--- src/rtl/tap_seq.sv ---
// tap_seq: tap-tempo sequencer.
// Measures the interval between debounced taps in time-base ticks, sends each
// accepted period to an external period-to-BPM converter and registers the
// tempo it returns. A tap arriving while the converter is busy is parked in a
// one-deep pending slot and sent as soon as the converter answers.
// Optional feature: define TAP_AVERAGE_EN to send the mean of the last four
// accepted periods instead of the latest one.
module tap_seq #(
    parameter int PER_WIDTH = 16,
    parameter int BPM_WIDTH = 9,
    parameter int PER_MIN   = 240,
    parameter int PER_MAX   = 4000
) (
    input  logic                 clk_i,
    input  logic                 rst_i,
    input  logic                 tp_i,
    input  logic                 btn_i,
    output logic [PER_WIDTH-1:0] btn_per_o,
    output logic                 btn_per_valid_o,
    input  logic [BPM_WIDTH-1:0] bpm_i,
    input  logic                 bpm_valid_i,
    output logic [BPM_WIDTH-1:0] bpm_o,
    output logic                 bpm_valid_o
);

    localparam logic [PER_WIDTH-1:0] PER_MIN_C = PER_WIDTH'(PER_MIN);
    localparam logic [PER_WIDTH-1:0] PER_MAX_C = PER_WIDTH'(PER_MAX);
    localparam logic [PER_WIDTH-1:0] ONE_C     = PER_WIDTH'(1);

    typedef enum logic [1:0] {
        ST_IDLE  = 2'd0,
        ST_COUNT = 2'd1,
        ST_WAIT  = 2'd2
    } state_t;

    state_t               state_q, state_d;
    logic [PER_WIDTH-1:0] cnt_q, cnt_d;
    logic [PER_WIDTH-1:0] pend_q, pend_d;
    logic                 pend_v_q, pend_v_d;
    logic [PER_WIDTH-1:0] per_q, per_d;
    logic                 req_q, req_d;
    logic [BPM_WIDTH-1:0] bpm_q, bpm_d;
    logic                 bpmv_q, bpmv_d;

    logic                 at_max_s;
    logic                 btn_qual_s;
    logic                 issue_s;
    logic [PER_WIDTH-1:0] issue_per_s;
    logic [PER_WIDTH-1:0] send_per_s;

    // The tap compares against the pre-increment count, so a same-cycle tick
    // never turns a too-short interval into an accepted one.
    assign at_max_s   = (cnt_q >= PER_MAX_C);
    assign btn_qual_s = btn_i && (cnt_q >= PER_MIN_C) && !at_max_s;

    // State and datapath registers.
    always_ff @(posedge clk_i or posedge rst_i) begin
        if (rst_i) begin
            state_q  <= ST_IDLE;
            cnt_q    <= '0;
            pend_q   <= '0;
            pend_v_q <= 1'b0;
            per_q    <= '0;
            req_q    <= 1'b0;
            bpm_q    <= '0;
            bpmv_q   <= 1'b0;
        end else begin
            state_q  <= state_d;
            cnt_q    <= cnt_d;
            pend_q   <= pend_d;
            pend_v_q <= pend_v_d;
            per_q    <= per_d;
            req_q    <= req_d;
            bpm_q    <= bpm_d;
            bpmv_q   <= bpmv_d;
        end
    end

    // Next-state selection; timeout has priority over every other event.
    always_comb begin
        state_d = state_q;
        case (state_q)
            ST_IDLE: begin
                if (btn_i) begin
                    state_d = ST_COUNT;
                end else begin
                    state_d = ST_IDLE;
                end
            end
            ST_COUNT: begin
                if (at_max_s) begin
                    state_d = ST_IDLE;
                end else if (btn_qual_s) begin
                    state_d = ST_WAIT;
                end else begin
                    state_d = ST_COUNT;
                end
            end
            ST_WAIT: begin
                if (at_max_s) begin
                    state_d = ST_IDLE;
                end else if (bpm_valid_i) begin
                    if (btn_qual_s || pend_v_q) begin
                        state_d = ST_WAIT;
                    end else begin
                        state_d = ST_COUNT;
                    end
                end else begin
                    state_d = ST_WAIT;
                end
            end
            default: begin
                state_d = ST_IDLE;
            end
        endcase
    end

    // Counter, pending slot, converter request and tempo register updates.
    always_comb begin
        cnt_d       = cnt_q;
        pend_d      = pend_q;
        pend_v_d    = pend_v_q;
        issue_s     = 1'b0;
        issue_per_s = cnt_q;
        bpm_d       = bpm_q;
        bpmv_d      = 1'b0;
        case (state_q)
            ST_IDLE: begin
                cnt_d    = '0;
                pend_v_d = 1'b0;
            end
            ST_COUNT: begin
                if (at_max_s) begin
                    cnt_d = '0;
                end else if (btn_qual_s) begin
                    cnt_d   = '0;
                    issue_s = 1'b1;
                end else if (tp_i) begin
                    cnt_d = cnt_q + ONE_C;
                end else begin
                    cnt_d = cnt_q;
                end
            end
            ST_WAIT: begin
                if (at_max_s) begin
                    cnt_d    = '0;
                    pend_v_d = 1'b0;
                end else begin
                    if (btn_qual_s) begin
                        cnt_d = '0;
                    end else if (tp_i) begin
                        cnt_d = cnt_q + ONE_C;
                    end else begin
                        cnt_d = cnt_q;
                    end
                    if (bpm_valid_i) begin
                        bpm_d  = bpm_i;
                        bpmv_d = 1'b1;
                        if (btn_qual_s) begin
                            issue_s  = 1'b1;
                            pend_v_d = 1'b0;
                        end else if (pend_v_q) begin
                            issue_s     = 1'b1;
                            issue_per_s = pend_q;
                            pend_v_d    = 1'b0;
                        end else begin
                            issue_s = 1'b0;
                        end
                    end else if (btn_qual_s) begin
                        pend_d   = cnt_q;
                        pend_v_d = 1'b1;
                    end else begin
                        pend_v_d = pend_v_q;
                    end
                end
            end
            default: begin
                cnt_d    = '0;
                pend_v_d = 1'b0;
            end
        endcase
        req_d = issue_s;
        if (issue_s) begin
            per_d = send_per_s;
        end else begin
            per_d = per_q;
        end
    end

`ifdef TAP_AVERAGE_EN
    logic [3:0][PER_WIDTH-1:0] hist_q, hist_d;
    logic                      hist_v_q, hist_v_d;
    logic                      clear_hist_s;

    // Mean of four periods, truncated.
    function automatic logic [PER_WIDTH-1:0] mean4(input logic [3:0][PER_WIDTH-1:0] h);
        logic [PER_WIDTH+1:0] s;
        s = {2'b00, h[0]} + {2'b00, h[1]} + {2'b00, h[2]} + {2'b00, h[3]};
        return s[PER_WIDTH+1:2];
    endfunction

    assign clear_hist_s = (state_q != ST_IDLE) && at_max_s;

    // History shift; the first period after a timeout fills all four slots.
    always_comb begin
        hist_d   = hist_q;
        hist_v_d = hist_v_q;
        if (clear_hist_s) begin
            hist_v_d = 1'b0;
        end else if (issue_s) begin
            if (hist_v_q) begin
                hist_d = {hist_q[2:0], issue_per_s};
            end else begin
                hist_d = {4{issue_per_s}};
            end
            hist_v_d = 1'b1;
        end else begin
            hist_v_d = hist_v_q;
        end
        send_per_s = mean4(hist_d);
    end

    // History registers.
    always_ff @(posedge clk_i or posedge rst_i) begin
        if (rst_i) begin
            hist_q   <= '0;
            hist_v_q <= 1'b0;
        end else begin
            hist_q   <= hist_d;
            hist_v_q <= hist_v_d;
        end
    end
`else
    // Without averaging the accepted period is sent unchanged.
    always_comb begin
        send_per_s = issue_per_s;
    end
`endif

    assign btn_per_o       = per_q;
    assign btn_per_valid_o = req_q;
    assign bpm_o           = bpm_q;
    assign bpm_valid_o     = bpmv_q;

endmodule

--- config.mk ---
export PLATFORM = sky130hd
export DESIGN_NAME = tap_seq
export DESIGN_NICKNAME = d
export VERILOG_FILES = /design/src/rtl/tap_seq.sv
export SDC_FILE = /design/constraint.sdc
export NUM_CORES = 1
export LEC_CHECK = 0
export CAP_MARGIN = 20
export CORE_AREA = 2 2 87 89
export DETAILED_ROUTE_END_ITERATION = 12
export DIE_AREA = 0 0 89 91
export RECOVER_POWER = 50
export SLEW_MARGIN = 0
export SYNTH_ARGS = -nofsm -noshare
export SYNTH_HDL_FRONTEND = slang
export SYNTH_SLANG_ARGS = --single-unit
--- constraint.sdc ---
create_clock -name clk_i -period 6.2 [get_ports clk_i]
set_clock_uncertainty 0.15 [all_clocks]
set_input_delay 0.93 -clock clk_i [delete_from_list [all_inputs] [get_ports clk_i]]
set_output_delay 0.93 -clock clk_i [all_outputs]
set_load 0.01 [all_outputs]
==> results of run 1 <==
[registers in the layout, indices dropped and copies added, names as in the netlist]
register and count:
pend_q 16, pend_v_q 1, btn_per_o 16, bpm_valid_o 1, cnt_q 16, bpm_o 9, state_q 2, btn_per_valid_o 1
[worst reg2reg max path, delay by kind of cell, from the launching register on]
| family | cells | cell delay [ns] |
|---|---|---|
| flops | 1 | 0.37 |
| compound gates | 1 | 0.41 |
| simple gates | 3 | 1.41 |
| mux | 1 | 0.42 |
[worst paths after layout]
kind	end	slack, ns	cells after the start
worst max-delay path	pend_q[0]	3.33	5
max in group asynchronous	cnt_q[8]	4.27	3
worst min-delay path	pend_q[14]	0.35	1
worst min register to register	pend_q[14]	0.35	1
min in group asynchronous	bpm_o[1]	1.12	3
worst max register to register	pend_q[0]	3.33	5
[cell usage in the layout (no fill, tap or decap), types with 10 or more instances in the layout]
master / n
nand3_1: 10
mux2_2: 15
inv_1: 12
clkdlybuf4s50_1: 39
nor2_1: 29
a21oi_1: 12
mux2i_1: 13
dfrtp_1: 62
clkbuf_8: 10
[final cells by class]
| class | instances | area (µm²) |
|---|---|---|
| Clock buffer | 12 | 145 |
| Clock inverter | 4 | 70.1 |
| Fill cell | 671 | 3680 |
| Inverter | 13 | 48.8 |
| Multi-Input combinational cell | 147 | 1100 |
| Sequential cell | 62 | 1550 |
| Tap cell | 99 | 124 |
| Timing Repair Buffer | 42 | 415 |
[cells by family after synthesis]
group,after synthesis
XOR/XNOR,11
AO/OA/AOI/OAI,28
other,1
AND/OR/NAND/NOR,64
multiplexers,34
flip-flops,62
buffers and inverters,24
adder cells (fa/ha/maj),6
[power breakdown]
part / internal (mW) / total [mW] / switching (mW)
clock network: 0.236 / 0.382 / 0.146
registers: 0.406 / 0.408 / 0.00114
logic: 0.00966 / 0.0231 / 0.0135
total: 0.652 / 0.813 / 0.160
[per-stage QoR]
| step | hold WS [ns] | setup WS [ns] | util | std cells | cell area, µm² |
|---|---|---|---|---|---|
| global placement | 0.330 | 3.05 | 0.455 | 363 | 3250 |
| CTS | 0.355 | 3.34 | 0.485 | 379 | 3460 |
| detailed placement | 0.335 | 3.00 | 0.455 | 363 | 3250 |
| floorplan | 0.314 | 3.58 | - | 233 | 2780 |
| global route | 0.362 | 3.12 | 0.484 | 379 | 3450 |
| finish | 0.348 | 3.33 | 0.484 | 379 | 3450 |
[layer usage]
| metal | up-vias | track usage |
|---|---|---|
| met1 | 838 | 0.182 |
| met4 | 0 | 0.0709 |
| met3 | 9 | 0.0327 |
| li1 | 868 | - |
| met2 | 24 | 0.194 |
| met5 | - | 0 |
==> impl_metrics.py, run 1 <==
metrics = {
    "run_status": {
        "status": "completed",
    },
    "worst_setup_path": {
        "crit_type": "flip-flop to flip-flop",
        "crit_required_ns": 6.26,
        "arrival_ns": 2.93,
        "r2r-start": "cnt_q[12]",
        "crit_path_max_incr_delay_ns": 0.73,
        "critPathBufInv": 0,
        "path_max_fanout": 16,
        "startpoint_type": "flip-flop",
        "critPathTopFamily": "simple AND/OR/NAND/NOR gates",
        "crit_start": "cnt_q[12]",
        "crit_slowest_cell": "and3_1",
        "worstSetupEndpointType": "flip-flop",
        "worstPathCellList": "nor4_2, o21ai_0, nor3b_1, and3_1, mux2_2",
    },
    "sta": {
        "fmax_mhz": 349,
        "setup_violations": 0,
        "slew_violations": 0,
        "relSlewSlack": 0.321,
        "tightest_slew_ns": 1.01,
        "rsz0062_at_grt": "false",
        "finalCritPeriodShare": 0.463,
        "setup_tns_ns": 0,
        "period_minus_slack_ns": 2.87,
        "hold_viol": 0,
    },
    "clock_network": {
        "path_clk_slew_ns": 0.06,
        "hold_buffers": 0,
        "cts-root-buf": "clkbuf_8",
        "clock_latency_ns": 0.33,
        "cts_resized": 0,
        "clock_sinks": 62,
        "tritoncts": "yes",
        "cts_setup_buffers": 0,
        "clockBufferDepth": 2,
        "cts_buffers": 9,
        "htreeDepth": 3,
    },
    "yosys": {
        "synthSimpleGateAreaFrac": 0.122,
        "synth_top_family_by_area": "multiplexers",
        "ys_types": 39,
        "muxShareOfSynthArea": 0.141,
        "synth-adder-area-share": 0.0271,
        "async_flop_share": 1.00,
        "synth_seq_cells": 62,
        "synth-compound-area-share": 0.0660,
        "synth.most_common_cell": "dfrtp_1",
        "synth_xor_area_frac": 0.0348,
        "synth_cells": 230,
        "yosys.area.top_type": "dfrtp_1",
        "synth_warnings": 0,
        "synthTopCellsByArea": "dfrtp_1 56%, mux2_2 6.1%, mux2i_1 4.7%, nor2_1 3.9%, mux2_4 3.3%",
        "synth_edf_count": 0,
        "ys_top_cells_by_count": "62 x dfrtp_1, 29 x nor2_1, 15 x mux2_2",
        "synthFlopType": "dfrtp_1",
        "avgSynthCellArea_um2": 12.0,
        "synth_top_area_share": 0.561,
        "syn_area_um2": 2770,
        "yosysSeqAreaShare": 0.561,
    },
    "power_and_ir_drop": {
        "fin_total_pwr_uw": 813,
        "p_leak_nw": 1.55,
        "peakVddDrop_mv": 0.146,
        "power.density_nw_per_um2": 235,
    },
    "floorplan": {
        "rows": 31,
        "die_y_um": 91,
        "pin_count": 41,
        "start_util": 0.388,
        "fp.coreArea_um2": 7140,
        "fp.dieW_um": 89,
        "dieArea_um2": 8100,
    },
    "global_route": {
        "gr-total-overflow": 0,
        "antenna_found_initial": 0,
        "grt_first_pass_wirelength_mm": 8.20,
        "grt_max_degree": 63,
        "grt_pass1_vias": 1715,
        "grt_use_total": 0.134,
    },
    "cells_and_area": {
        "nNetsFinal": 295,
        "synthToLayoutAreaGrowth_pct": 24.7,
        "diodes": 0,
        "post_route_cells_drive_above_1_share": 0.157,
    },
    "run": {
        "drv_cap": 0,
    },
    "routing": {
        "routed_wl_mm": 4.76,
        "via_per_inst": 4.59,
        "wl_per_cell_um": 12.6,
        "dr.pass1.iters": 4,
        "wl_met3_um": 125,
        "m1WireLength_mm": 2.36,
        "drt_iter0_markers": 83,
        "drc_errors": 0,
        "ant_nets": 0,
        "vias": 1739,
        "highest_layer": "met4",
        "dr_wl_met2_mm": 2.16,
    },
    "placement": {
        "port_buffers": 40,
        "dpl.hpwl_mm": 3.18,
        "routabilityCongestion": 0.764,
    },
    "min_path": {
        "min-delay-start": "pend_q[14]",
        "hold_class": "flip-flop to flip-flop",
    },
}
Note: power is estimated with default switching activity, not from simulation.
==> run 2, diff against run 1 <==
==> constraint.sdc (replaced) <==
create_clock -name clk_i -period 2.8 [get_ports clk_i]
set_clock_uncertainty 0.15 [all_clocks]
set_input_delay 0.42 -clock clk_i [delete_from_list [all_inputs] [get_ports clk_i]]
set_output_delay 0.42 -clock clk_i [all_outputs]
set_load 0.01 [all_outputs]
==> run 2 against run 1 <==
  * Via count up 1.7%
  * Register-to-register slack got worse by 2.8 ns
  * Clock power grew 90%
  * Sequential power grew 120%
  * Setup slack worse by 2.8 ns
  * Critical endpoint is now btn_per_o[0]
  * Largest cell class unchanged
==> impl_metrics.py, run 2 (synthesis results as in run 1) <==
metrics = {
    "sta": {
        "tightest_slew_ns": 1.04,
        "whs_ns": 0.347,
        "setup_violations": 0,
        "period_minus_slack_ns": 2.27,
        "hold_viol": 0,
        "setup_tns_ns": 0,
        "rsz0062_at_grt": "false",
        "relSlewSlack": 0.305,
        "fmax_mhz": 441,
        "slew_violations": 0,
        "finalCritPeriodShare": 0.810,
    },
    "clock_network": {
        "path_clk_slew_ns": 0.06,
        "tritoncts": "yes",
        "cts_setup_buffers": 0,
        "clock_latency_ns": 0.34,
        "cts_buffers": 9,
        "clock_sinks": 62,
        "hold_buffers": 0,
        "cts-root-buf": "clkbuf_8",
        "clockBufferDepth": 2,
        "htreeDepth": 3,
        "cts_resized": 0,
    },
    "routing": {
        "drc_errors": 0,
        "vias": 1768,
        "dr.pass1.iters": 4,
        "wl_per_cell_um": 12.6,
        "ant_nets": 0,
        "via_per_inst": 4.63,
        "routed_wl_mm": 4.80,
        "drt_iter0_markers": 73,
    },
    "cells_and_area": {
        "post-route-util": 0.482,
        "mostFrequentLayoutCell": "dfrtp_1",
        "nNetsFinal": 298,
        "multi_input_area_um2": 1100,
        "post_route_cells_drive_above_1_share": 0.170,
        "mostFrequentLayoutCells": "62 x dfrtp_1, 29 x nor2_1, 29 x clkdlybuf4s50_1",
        "diodes": 0,
        "n_fill_cell": 690,
        "regArea_um2": 1550,
        "synthToLayoutAreaGrowth_pct": 24.4,
    },
    "global_route": {
        "grt_use_total": 0.137,
        "gr-total-overflow": 0,
        "grt_pass1_vias": 1700,
        "grt_first_pass_wirelength_mm": 8.36,
        "antenna_found_initial": 0,
        "grt_max_degree": 34,
    },
    "worst_setup_path": {
        "crit_type": "flip-flop to flip-flop",
        "worstSetupEndpointType": "flip-flop",
        "path_max_fanout": 33,
        "startpoint_type": "flip-flop",
        "arrival_ns": 2.33,
        "worst-r2r-cell-count": 6,
        "crit_required_ns": 2.86,
    },
    "placement": {
        "dpl.hpwl_mm": 3.26,
        "port_buffers": 40,
        "routabilityCongestion": 0.776,
    },
    "min_path": {
        "hold_class": "flip-flop to flip-flop",
        "whs_path_depth": 1,
    },
    "floorplan": {
        "fp.coreArea_um2": 7140,
        "fp.dieW_um": 89,
        "pin_count": 41,
        "rows": 31,
        "die_y_um": 91,
        "start_util": 0.388,
        "dieArea_um2": 8100,
    },
    "power_and_ir_drop": {
        "fin_total_pwr_mw": 1.68,
        "pwr-share-clk": 0.432,
        "p_sw_frac": 0.218,
        "switchingPower_uw": 366,
        "seqPwrFrac": 0.538,
        "power.density_nw_per_um2": 487,
        "p_leak_nw": 1.59,
        "combPwrFrac": 0.031,
        "p_int_mw": 1.31,
        "peakVddDrop_mv": 0.191,
    },
    "run": {
        "drv_cap": 0,
    },
    "run_status": {
        "status": "completed",
    },
}
==> run 2: cell count changes in the layout (fill, tap and decap cells not counted), sizes merged <==
cell and change:
buf +1, bufinv -2, clkbuf +3, clkdlybuf4s50 -10, clkinv -1, clkinvlp +1, dlygate4sd3 +10, inv +1
==> run 2: final cells by class <==
cell class / instances / area share
flip-flops and latches: 62 / 0.451
multi-input cells: 147 / 0.320
repair buffers: 45 / 0.125
clock buffers: 13 / 0.0491
well taps: 99 / 0.0360
inverters: 13 / 0.0142
clock inverters: 3 / 0.00509
==> run 2: layer usage <==
metal,global-route usage,vias up,part of all wire
met4,0.0821,0,0.029
li1,-,875,-
met1,0.183,855,0.48
met5,0,-,0
met3,0.0382,11,0.032
met2,0.195,27,0.46
==> run 2: stage by stage <==
| step | area [µm²] | instances | setup WS (ns) |
|---|---|---|---|
| after global placement | 3270 | 366 | 0.496 |
| after detailed placement | 3270 | 366 | 0.441 |
| final | 3440 | 382 | 0.533 |
| after CTS | 3450 | 382 | 0.523 |
| after global routing | 3440 | 382 | 0.313 |
| after floorplan | 2780 | 233 | 0.689 |
==> run 2: power groups by stage <==
| stage | clock (mW) | sequential (mW) | combinational [mW] |
|---|---|---|---|
| 2_1_floorplan | 0 | 0.919 | 0.0237 |
| 3_3_place_gp | 0 | 0.919 | 0.0549 |
| 3_5_place_dp | 0 | 0.919 | 0.0551 |
| 4_1_cts | 0.750 | 0.902 | 0.0554 |
| 5_1_grt | 0.788 | 0.902 | 0.0594 |
| 6_report | 0.724 | 0.902 | 0.0515 |
==> run 2: worst paths after layout <==
| check | start | end | slack, ns |
|---|---|---|---|
| setup / recovery | cnt_q[8] | btn_per_o[0] | 0.53 |
| hold / removal | bpm_o[4] | bpm_o[4] | 0.35 |
| setup reg to reg | cnt_q[8] | btn_per_o[0] | 0.53 |
| hold reg to reg | bpm_o[4] | bpm_o[4] | 0.35 |
| max in group asynchronous | rst_i | btn_per_o[2] | 0.68 |
| min in group asynchronous | rst_i | btn_per_o[9] | 0.45 |
==> run 2: worst max-delay path: stages (launching register included) <==
cell and delay (ns):
dfrtp_1 0.48, or4_4 0.58, o211ai_1 0.32, a311oi_4 0.14, buf_4 0.26, nor2_1 0.14
a21oi_1 0.05
==> run 3, diff against run 2 <==
==> constraint.sdc (replaced) <==
create_clock -name clk_i -period 2 [get_ports clk_i]
set_clock_uncertainty 0.15 [all_clocks]
set_input_delay 0.3 -clock clk_i [delete_from_list [all_inputs] [get_ports clk_i]]
set_output_delay 0.3 -clock clk_i [all_outputs]
set_load 0.01 [all_outputs]
==> run 3 against run 2 <==
  * The run now ends with setup timing left
  * Cell count up 6.3%
  * Sequential cell count unchanged
  * Design area up 11%
  * Sequential power up 40%
  * Fmax up 13%
  * Clock power up 92%
  * Critical endpoint is now pend_q[4]
  * Largest power group is now the clock network
==> impl_metrics.py, run 3 (synthesis results as in run 1) <==
metrics = {
    "run_status": {
        "status": "finished, violations left",
        "violations": "setup timing",
    },
    "worst_setup_path": {
        "crit_required_ns": 2.07,
        "critPathTopFamily": "simple AND/OR/NAND/NOR gates",
        "arrival_ns": 2.08,
        "crit_slowest_cell": "dfrtp_1",
        "crit_start": "cnt_q[15]",
        "crit_path_max_incr_delay_ns": 0.40,
        "startpoint_type": "flip-flop",
        "worstSetupEndpointType": "flip-flop",
        "path_max_fanout": 6,
        "crit_type": "flip-flop to flip-flop",
        "critPathBufInv": 1,
        "r2r-start": "cnt_q[15]",
        "worstPathCellList": "nor4_4, o21ai_2, nor3b_2, and3_4, clkbuf_16, mux2_4",
    },
    "routing": {
        "routed_wl_mm": 5.24,
        "vias": 1874,
        "dr.pass1.iters": 4,
        "drc_errors": 0,
        "wl_per_cell_um": 12.9,
        "via_per_inst": 4.62,
        "drt_iter0_markers": 48,
        "ant_nets": 0,
    },
    "clock_network": {
        "htreeDepth": 3,
        "cts-root-buf": "clkbuf_8",
        "clock_sinks": 62,
        "hold_buffers": 0,
        "cts_buffers": 9,
        "clockBufferDepth": 2,
        "tritoncts": "yes",
        "path_clk_slew_ns": 0.07,
        "clock_latency_ns": 0.34,
    },
    "sta": {
        "hold_viol": 0,
        "fmax_mhz": 498,
        "rsz0062_at_grt": "true",
        "setup_tns_ns": -0.0189,
        "slew_violations": 0,
        "worst_slack_ns": -0.00734,
        "relSlewSlack": 0.561,
        "period_minus_slack_ns": 2.01,
        "setup_violations": 4,
        "finalCritPeriodShare": 1.00,
        "tightest_slew_ns": 0.658,
        "whs_ns": 0.256,
    },
    "floorplan": {
        "start_util": 0.388,
        "fp.coreArea_um2": 7140,
        "fp.dieW_um": 89,
        "pin_count": 41,
        "die_y_um": 91,
        "dieArea_um2": 8100,
        "rows": 31,
    },
    "global_route": {
        "antenna_found_initial": 0,
        "grt_max_degree": 34,
        "grt_first_pass_wirelength_mm": 9.23,
        "gr-total-overflow": 0,
        "grt_use_total": 0.147,
        "grt_pass1_vias": 1904,
    },
    "cells_and_area": {
        "post_route_cells_drive_above_1_share": 0.261,
        "diodes": 0,
        "n_fill_cell": 656,
        "nNetsFinal": 322,
        "final_area_um2": 3820,
        "synthToLayoutAreaGrowth_pct": 37.9,
        "post-route-util": 0.535,
        "mostFrequentLayoutCell": "dfrtp_1",
        "mostFrequentLayoutCells": "62 x dfrtp_1, 39 x clkdlybuf4s50_1, 29 x nor2_1",
    },
    "power_and_ir_drop": {
        "p_sw_frac": 0.198,
        "power.density_nw_per_um2": 716,
        "pwr-share-clk": 0.507,
        "fin_total_pwr_mw": 2.73,
        "switchingPower_uw": 541,
        "peakVddDrop_mv": 0.318,
        "p_int_mw": 2.19,
        "combPwrFrac": 0.030,
        "p_leak_nw": 1.73,
        "seqPwrFrac": 0.463,
    },
    "placement": {
        "placed_cell_area_um2": 3490,
        "port_buffers": 40,
        "routabilityCongestion": 0.763,
        "dpl.hpwl_mm": 3.64,
    },
    "min_path": {
        "hold_class": "input port to asynchronous set/reset pin",
    },
    "run": {
        "drv_cap": 0,
    },
}
-- run 3: cell count changes in the layout (fill, tap and decap cells not counted), sizes merged --
cell / before / now
bufinv: 0 / 3
clkinv: 2 / 0
clkbuf: 15 / 14
buf: 3 / 26
clkinvlp: 1 / 2
clkdlybuf4s50: 29 / 39
dlygate4sd3: 11 / 1
-- run 3: repair_timing --
| action | 4_1_cts | 5_1_grt |
|---|---|---|
| pin swaps | 2 | 3 |
| setup endpoints to repair | 35 | 37 |
| resized for setup | 4 | 8 |
| buffers inserted | 1 | 1 |
| gates cloned | 0 | 1 |
| endpoints found under the hold margin | 0 | 0 |
-- run 3: metal layers --
| metal | global-route usage | wire length [µm] | up-vias |
|---|---|---|---|
| li1 | - | - | 920 |
| met1 | 0.205 | 2550 | 921 |
| met5 | 0 | 0 | - |
| met3 | 0.0355 | 120 | 8 |
| met4 | 0.0634 | 98 | 0 |
| met2 | 0.215 | 2470 | 25 |
-- run 3: path summary, 6_finish.rpt --
path | to | slack, ns | depth (start not counted)
min in group clk_i | pend_q[13] | 0.35 | 1
min reg2reg | pend_q[13] | 0.35 | 1
min | bpm_o[8] | 0.26 | 2
max in group asynchronous | pend_q[2] | 0.45 | 3
max | pend_q[4] | -0.007 | 6
max reg2reg | pend_q[4] | -0.007 | 6
-- run 3: through the flow --
stage / worst slack (ns) / cells
after floorplan: -0.0117 / 233
after global placement: -0.0719 / 387
after detailed placement: -0.0747 / 387
after CTS: -0.00930 / 404
after global routing: -0.102 / 406
final: -0.00734 / 406
-- run 3: cell type report --
type / count / area, µm² / area share
Tap cell: 99 / 124 / 0.0324
Timing Repair Buffer: 69 / 668 / 0.175
Clock buffer: 11 / 151 / 0.0397
Multi-Input combinational cell: 147 / 1170 / 0.306
Sequential cell: 62 / 1550 / 0.406
Clock inverter: 5 / 105 / 0.0275
Inverter: 13 / 48.8 / 0.0128
-- run 3: power groups by stage --
| stage | sequential, mW | combinational (mW) | clock [mW] |
|---|---|---|---|
| finish | 1.26 | 0.0808 | 1.39 |
| global route | 1.26 | 0.0931 | 1.47 |
| CTS | 1.26 | 0.0906 | 1.41 |
| detailed placement | 1.29 | 0.0899 | 0 |
| global placement | 1.29 | 0.0884 | 0 |
| floorplan | 1.29 | 0.0333 | 0 |
